<file path="src/rtl/bpu_pkg.sv">
// Shared branch-prediction definitions.
// Holds the BTB field widths, the packed layout of branch_info, the branch
// type encodings, and the entry stored in the branch resolve queue.
package bpu_pkg;

    localparam int TAG_W = 22;
    localparam int IDX_W = 8;
    localparam int TAR_W = 32;
    localparam int TYP_W = 2;

    // branch_info = {type, dir, tar}
    localparam int BI_TAR_LO = 0;
    localparam int BI_TAR_HI = 31;
    localparam int BI_DIR    = 32;
    localparam int BI_TYP_LO = 33;
    localparam int BI_TYP_HI = 34;
    localparam int BI_W      = 35;

    typedef enum logic [TYP_W-1:0] {
        BR_COND = 2'd0,
        BR_JUMP = 2'd1,
        BR_CALL = 2'd2,
        BR_RET  = 2'd3
    } br_type_e;

    typedef struct packed {
        logic [31:0]      pc;
        logic             hit;
        logic [TYP_W-1:0] btype;
        logic [TAR_W-1:0] tar;
        logic             dir;
    } bpq_entry_t;

    function automatic logic [BI_W-1:0] pack_branch_info(
        input logic [TYP_W-1:0] typ,
        input logic             dir,
        input logic [TAR_W-1:0] tar
    );
        logic [BI_W-1:0] info;
        info                        = '0;
        info[BI_TYP_HI:BI_TYP_LO]   = typ;
        info[BI_DIR]                = dir;
        info[BI_TAR_HI:BI_TAR_LO]   = tar;
        return info;
    endfunction

endpackage

</file>
<file path="src/rtl/bpq_fifo.sv">
// Generic circular buffer with a flush that discards everything behind the
// entry being popped.
// Ports:
//   clk, resetn        clock, synchronous active-low reset
//   push, wr_data      write request and data (dropped when full unless a pop
//                      frees a slot in the same cycle)
//   pop                remove head (ignored when empty)
//   flush              empty the buffer on this edge; wins over push
//   rd_data            head entry, combinational
//   full, empty        occupancy flags derived from the registered count
module bpq_fifo #(
    parameter int WIDTH = 68,
    parameter int DEPTH = 4
) (
    input  logic             clk,
    input  logic             resetn,
    input  logic             push,
    input  logic [WIDTH-1:0] wr_data,
    input  logic             pop,
    input  logic             flush,
    output logic [WIDTH-1:0] rd_data,
    output logic             full,
    output logic             empty
);

    localparam int PTR_W = $clog2(DEPTH);

    logic [WIDTH-1:0] mem [DEPTH];
    logic [PTR_W-1:0] wr_ptr;
    logic [PTR_W-1:0] rd_ptr;
    logic [PTR_W-1:0] rd_ptr_nxt;
    logic [PTR_W:0]   count;
    logic             do_push;
    logic             do_pop;

    assign full    = (count == (PTR_W+1)'(DEPTH));
    assign empty   = (count == '0);
    assign rd_data = mem[rd_ptr];

    assign do_pop     = pop & ~empty;
    // A pop in the same cycle frees the slot being written, so full does not block.
    assign do_push    = push & (~full | do_pop) & ~flush;
    assign rd_ptr_nxt = rd_ptr + PTR_W'(do_pop);

    always_ff @(posedge clk) begin
        if (do_push) begin
            mem[wr_ptr] <= wr_data;
        end
    end

    // On flush the write pointer collapses onto the post-pop read pointer.
    always_ff @(posedge clk) begin
        if (!resetn) begin
            wr_ptr <= '0;
            rd_ptr <= '0;
            count  <= '0;
        end else if (flush) begin
            rd_ptr <= rd_ptr_nxt;
            wr_ptr <= rd_ptr_nxt;
            count  <= '0;
        end else begin
            rd_ptr <= rd_ptr_nxt;
            if (do_push) begin
                wr_ptr <= wr_ptr + 1'b1;
            end
            count <= count + (PTR_W+1)'(do_push) - (PTR_W+1)'(do_pop);
        end
    end

endmodule

</file>
<file path="src/rtl/branch_resolve_queue.sv">
// Tracks in-flight branch predictions from fetch, checks the oldest against
// the outcome resolved in ID, and emits a one-cycle BTB update plus a fetch
// redirect on misprediction. A misprediction flushes all younger entries.
// Ports:
//   clk, resetn                 clock, synchronous active-low reset
//   push_*                      prediction from the fetch-stage BTB lookup
//   full, empty                 queue occupancy
//   res_*                       resolved outcome of the oldest branch
//   upd_valid, pred_flag,
//   corr_tag, corr_index,
//   branch_info                 registered BTB correction request
//   redirect_valid, redirect_pc registered fetch redirect
//   mispred_cnt                 mispredictions since reset (wrapping)
module branch_resolve_queue
    import bpu_pkg::*;
#(
    parameter int DEPTH = 4
) (
    input  logic             clk,
    input  logic             resetn,
    input  logic             push_valid,
    input  logic [31:0]      push_pc,
    input  logic             push_hit,
    input  logic [TYP_W-1:0] push_type,
    input  logic [TAR_W-1:0] push_tar,
    input  logic             push_dir,
    output logic             full,
    output logic             empty,
    input  logic             res_valid,
    input  logic             res_dir,
    input  logic [TYP_W-1:0] res_type,
    input  logic [TAR_W-1:0] res_tar,
    output logic             upd_valid,
    output logic             pred_flag,
    output logic [TAG_W-1:0] corr_tag,
    output logic [IDX_W-1:0] corr_index,
    output logic [BI_W-1:0]  branch_info,
    output logic             redirect_valid,
    output logic [31:0]      redirect_pc,
    output logic [31:0]      mispred_cnt
);

    localparam int ENTRY_W = $bits(bpq_entry_t);

    bpq_entry_t       push_entry;
    bpq_entry_t       head;
    logic [ENTRY_W-1:0] head_bits;
    logic             resolve_acc;
    logic             pt;
    logic             mis;
    logic             flush;

    assign push_entry = '{pc: push_pc, hit: push_hit, btype: push_type,
                          tar: push_tar, dir: push_dir};
    assign head       = bpq_entry_t'(head_bits);

    bpq_fifo #(
        .WIDTH (ENTRY_W),
        .DEPTH (DEPTH)
    ) u_fifo (
        .clk     (clk),
        .resetn  (resetn),
        .push    (push_valid),
        .wr_data (push_entry),
        .pop     (res_valid),
        .flush   (flush),
        .rd_data (head_bits),
        .full    (full),
        .empty   (empty)
    );

    // A BTB miss always predicts not-taken, so only a hit can carry a taken
    // prediction or a type that disagrees with the resolved type.
    assign resolve_acc = res_valid & ~empty;
    assign pt          = head.hit & head.dir;
    assign mis         = (pt != res_dir)
                       | (pt & res_dir & (head.tar != res_tar))
                       | (head.hit & (head.btype != res_type));
    assign flush       = resolve_acc & mis;

    // Not-taken redirect skips the delay slot, hence pc + 8.
    always_ff @(posedge clk) begin
        if (!resetn) begin
            upd_valid      <= 1'b0;
            pred_flag      <= 1'b0;
            corr_tag       <= '0;
            corr_index     <= '0;
            branch_info    <= '0;
            redirect_valid <= 1'b0;
            redirect_pc    <= '0;
            mispred_cnt    <= '0;
        end else begin
            upd_valid      <= resolve_acc;
            redirect_valid <= flush;
            if (resolve_acc) begin
                pred_flag   <= ~mis;
                corr_tag    <= head.pc[31:IDX_W+2];
                corr_index  <= head.pc[IDX_W+1:2];
                branch_info <= pack_branch_info(res_type, res_dir, res_tar);
            end
            if (flush) begin
                redirect_pc <= res_dir ? res_tar : head.pc + 32'd8;
                mispred_cnt <= mispred_cnt + 32'd1;
            end
        end
    end

endmodule

</file>
<file path="config.mk">
export PLATFORM = sky130hd
export DESIGN_NAME = branch_resolve_queue
export DESIGN_NICKNAME = d
export VERILOG_FILES = /design/src/rtl/bpu_pkg.sv /design/src/rtl/bpq_fifo.sv /design/src/rtl/branch_resolve_queue.sv
export SDC_FILE = /design/constraint.sdc
export NUM_CORES = 1
export LEC_CHECK = 0
export ABC_AREA = 0
export CAP_MARGIN = 40
export CORE_MARGIN = 3
export CORE_UTILIZATION = 54
export DETAILED_ROUTE_END_ITERATION = 10
export PLACE_DENSITY = 0.82
export SYNTH_ARGS = -nofsm -noshare
export SYNTH_HDL_FRONTEND = slang
export SYNTH_SLANG_ARGS = --single-unit
</file>
<file path="constraint.sdc">
create_clock -name clk -period 6.5 [get_ports clk]
set_input_delay 1.3 -clock clk [delete_from_list [all_inputs] [get_ports clk]]
set_output_delay 1.3 -clock clk [all_outputs]
set_load 0.02 [all_outputs]
</file>
Yosys cells after proc, flatten, opt, wreduce, memory -nomap -nowiden
Memory sizes are Yosys's and may differ from the RTL's. A register that Yosys moved wholly into a read port is not among the register bits.
Cells that the tools add are included.
{ "word_totals": {"in_bits": 107, "elab_cells": 47, "out_inout_bits": 134, "mem_bits_rw": 272, "regBits": 139, "mem_count": 1} }
{ "classes": {"mux": 6, "n_addsub": 6, "n_reduce_logical": 3, "eq_ne": 4, "bitwise": 16} }
{ "mem_list": {"columns": ["name", "words", "word_bits", "rd", "rd_ports_with_merged_regs", "write_ports", "line", "source"], "rows": [
  ["u_fifo.mem", 4, 68, 1, 1, 1, "bpq_fifo.sv:28", "logic [WIDTH-1:0] mem [DEPTH];"]
]} }
{ "op_table": {"columns": ["operator", "n"], "rows": [
  ["32-bit by 1-bit adder with 32-bit output, second input constant", 1],
  ["32-bit by 4-bit adder with 32-bit output, second input constant", 1],
  ["32-bit two-way mux", 1],
  ["32-bit != test", 1],
  ["1-bit AND", 8],
  ["2-bit two-way mux", 3],
  ["1-bit inverter", 5],
  ["3-bit by 1-bit adder with 3-bit output", 1],
  ["3-bit == test, second input constant", 1],
  ["3-bit zero test", 1],
  ["1-bit bitwise OR", 3],
  ["3-bit by 1-bit subtractor with 3-bit output", 1],
  ["2-bit by 1-bit adder with 2-bit output", 1],
  ["2-bit by 1-bit adder with 2-bit output, second input constant", 1],
  ["1-bit two-way mux", 2],
  ["2-bit != test", 1],
  ["2-bit nonzero test", 1],
  ["2-bit OR reduction", 1],
  ["1-bit != test", 1]
]} }

Logic depth before layout (Yosys ltp)
{ "logic_depth": {"depth_word": 10, "ltp_mapped": 18, "mapped_depth_nobuf": 12} }

By module
From an unflattened synthesis, not the netlist that was laid out.
{ "hier_totals": {"cells_unflattened": 1199, "hier_area_um2": 16499.6} }
{ "modules_own_cells": {"columns": ["module", "seq_area_each_um2", "cells_each", "area_each_um2", "n_inst"], "rows": [
  ["bpq_fifo", 8308.0, 403, 10232.3, 1],
  ["branch_resolve_queue", 2642.5, 796, 6267.3, 1]
]} }

Worst setup path before layout
OpenSTA, ideal clock, no wires.
{ "synth_timing": {"path_type": "reg2reg", "startpoint": "register u_fifo.rd_ptr[0] (netlist name)", "endpoint": "memory u_fifo.mem[0][0], enable pin", "t_required_ps": 6066, "path_stages_with_launch": 15, "t_arrival_ps": 4484, "n_path_buf": 6, "path_slack_ps": 1582, "setup_time_ps": 434, "synth_period_minus_slack_ps": 4918, "cell_sequence": "dfxtp_1 buf_6 buf_12 buf_8 buf_12 buf_4 mux4_2 and2_1 ha_1 nand2b_1 and2_1 or2_1 buf_2 nor2_2 and2_1"} }
{ "synth_rtl": {"columns": ["item", "line"], "rows": [
  ["end: declaration", "bpq_fifo.sv:28"]
]} }

==> results.sh <==
export IMPL_dp_hpwl_um=30000
export IMPL_pin_count=241
export IMPL_dp_cells=1787
export IMPL_async_reset_ff_share_pct=0
export IMPL_nets=1559
export IMPL_fmax_ghz=0.209
export IMPL_synth_compound_area_share_pct=6.69
export IMPL_critPathArrivalTime_ns=4.99
export IMPL_synth_top_family_by_area="simple AND/OR/NAND/NOR gates"
export IMPL_chipHeight_um=182
export IMPL_port_buffers=240
export IMPL_ant_nets=0
export IMPL_ys_flop_type="edfxtp_1"
export IMPL_synthesis_area_um2=16700
export IMPL_core_region_area_um2=30000
export IMPL_grt_overflow=0
export IMPL_area_growth_pct=24.4
export IMPL_avgSynthCellArea_um2=13.7
export IMPL_hold_viol_final=0
export IMPL_path_class="reg2reg"
export IMPL_layout_drive_gt1_share_pct=12.6
export IMPL_synth_nets=1332
export IMPL_grt_max_degree=68
export IMPL_grt_pass1_vias=11300
export IMPL_rsz0062_at_grt="no"
export IMPL_grt_pass1_wl_um=67800
export IMPL_synth_seq_area_share_pct=65.7
export IMPL_wire_per_inst_um=23.9
export IMPL_fin_hold_ws_ns=0.454
export IMPL_drcViolationCount=0
export IMPL_vias=11400
export IMPL_initial_core_util_pct=55.5
export IMPL_rows=63
export IMPL_path_common_cell="buf_4"
export IMPL_gp_congestion=0.825
export IMPL_synth_edf_count=272
export IMPL_ctsHtreeMaxLevel=2
export IMPL_finalCriticalPeriod_ns=4.79
export IMPL_numCtsBuffers=42
export IMPL_die_area_um2=33000
export IMPL_end_kind="flop"
export IMPL_cts_setup_buffers=0
export IMPL_synth_fa_ha_area_share_pct=0.870
export IMPL_finalCritPeriodShare_pct=73.7
export IMPL_dieWidth_um=182
export IMPL_max_slew_margin_pct=41.4
export IMPL_nFillCells=1939
export IMPL_wl_um=44600
export IMPL_drv_cap=0
export IMPL_grt_use_total_pct=26.8
export IMPL_antenna_found_initial=3
export IMPL_tritoncts="built"
export IMPL_cp_slowest_cell="dfxtp_4"
export IMPL_yosys_mux_area_fraction_pct=9.54
export IMPL_fin_setup_tns_ns=0
export IMPL_yosys_cell_types_count=55
export IMPL_ff_latch_area_um2=11000
export IMPL_cts_resized=0
export IMPL_ys_seq_elements=411
export IMPL_worst_pin_slew_ns=0.878
export IMPL_vias_per_cell=6.09
export IMPL_path_buf_inv=3
export IMPL_first_pass_iters=5
export IMPL_multiInputGateArea_um2=5200
export IMPL_status="complete, no violations"
export IMPL_critPathTopFamily="simple AND/OR/NAND/NOR gates"
export IMPL_path_cells="buf_4 -> mux4_2 -> xnor2_1 -> nand4_1 -> nor4_2 -> a211oi_2 -> or2_1 -> buf_4 -> nor2_2 -> and2_2 -> buf_12"
export IMPL_power_density_nw_per_um2=402
export IMPL_hp_class="reg2reg"
export IMPL_setup_violations=0
export IMPL_cts_root_buf="clkbuf_16"
export IMPL_critPathLaunchType="flop"
export IMPL_clockBufferDepth=3
export IMPL_cpPeakStageDelay_ns=0.86
export IMPL_required_ns=6.69
export IMPL_clk_pin_slew_ns=0.06
export IMPL_yosys_area_share_xor_xnor_pct=3.52
export IMPL_finalClockSkew_ns=0.0184
export IMPL_p_leak_uw=0.00669
export IMPL_drtIter0Drc=1121
export IMPL_numClockSinks=411
export IMPL_critPathMaxFanout=47
export IMPL_instances_no_fill=1865
export IMPL_ys_warn_count=0
export IMPL_synth_simple_area_share_pct=10.5
export IMPL_slew_violations=0
export IMPL_insertion_delay_ns=0.53
export IMPL_ir_drop_mv=0.281
export IMPL_syn_inst=1214
export IMPL_cts_hold_buf=0
==> per-stage QoR <==
stage	power [uW]	instance area (um2)	util, %	worst slack, ns
2_1_floorplan	5090	16700	-	1.58
3_3_place_gp	5880	19300	64.3	1.74
3_5_place_dp	5970	19400	64.5	1.63
4_1_cts	8370	20800	69.1	1.62
5_1_grt	8670	20800	69.1	1.34
6_report	8350	20800	69.1	1.71
==> sequential cells by signal (all words and copies together) (netlist names) <==
name	count
branch_info	35
u_fifo.rd_ptr	2
u_fifo.mem	272
u_fifo.wr_ptr	2
redirect_valid	1
corr_tag	22
pred_flag	1
upd_valid	1
redirect_pc	32
corr_index	8
mispred_cnt	32
u_fifo.count	3
==> cells in the mapped netlist, types with 25 or more instances <==
cell	n	area [um2]
edfxtp_1	272	8170
clkbuf_1	40	150
a21oi_1	98	490
nor2_1	44	165
mux4_2	68	1530
nand2_1	195	732
dfxtp_1	139	2780
xnor2_1	51	447
inv_1	25	93.8
o21ai_0	31	155
o31ai_1	31	233
nand3_1	36	180
==> layer usage <==
metal  GRT usage [%]  vias up  routed length (um)
li1                -     4974                   -
met1            35.7     5637               16800
met2            43.4      640               21700
met3            5.71       96                4400
met4            10.4        4                1700
met5               0        -                  29
==> tightest hold or removal path: cells and delay by family, from the launching register on <==
kind | cells | cell delay [ns]
AOI/OAI and AO/OA | 1 | 0.05
DFF | 1 | 0.31
and+or+nand+nor | 1 | 0.05
==> path summary, 6_finish.rpt <==
path,start,end,slack (ns),cells past startpoint
setup / recovery,u_fifo.rd_ptr[0]$_SDFF_PN0_,u_fifo.mem[2][3]$_DFFE_PP_,1.71,11
hold / removal,branch_info[29]$_SDFFE_PN0P_,branch_info[29]$_SDFFE_PN0P_,0.45,2
setup reg to reg,u_fifo.rd_ptr[0]$_SDFF_PN0_,u_fifo.mem[2][3]$_DFFE_PP_,1.71,11
hold reg to reg,branch_info[29]$_SDFFE_PN0P_,branch_info[29]$_SDFFE_PN0P_,0.45,2
==> layout by cell type (no fill, tap or decap), types with 10 or more instances in the layout <==
master and instances:
o31ai_1 31, buf_4 12, edfxtp_1 272, dfxtp_1 137
xnor2_1 51, nand4_1 17, o21ai_0 31, inv_1 23
clkdlybuf4s50_1 239, ha_1 10, nand3_1 36, nor2_1 44
a21oi_1 98, mux4_2 68, clkbuf_1 10, or4_1 17
nand2_1 195, xor2_1 16, clkbuf_16 44
==> power by group <==
group / total [uW] / switching [uW] / internal (uW)
Combinational: 2460 / 1440 / 1020
Clock: 2400 / 988 / 1410
Sequential: 3490 / 236 / 3260
==> layout make-up <==
cell class / count / share of cell area [%]
multi-input combinational: 703 / 25.1
clock buffer: 61 / 5.95
inverter: 25 / 0.464
sequential: 411 / 52.8
timing repair buffer: 258 / 12.6
antenna: 1 / 0.0121
tap: 390 / 2.35
clock inverter: 16 / 0.735
==> cell families (layout without fill, tap and decap cells) <==
group | after synthesis | in the layout
DFF | 411 | 411
and+or+nand+nor | 366 | 366
AOI/OAI and AO/OA | 185 | 185
buffers and inverters | 100 | 360
muxes | 74 | 74
xor gates and xnor gates | 67 | 67
adders and majority gates | 11 | 11
other | 0 | 1
No activity file was read; power rests on OpenSTA's default activity.
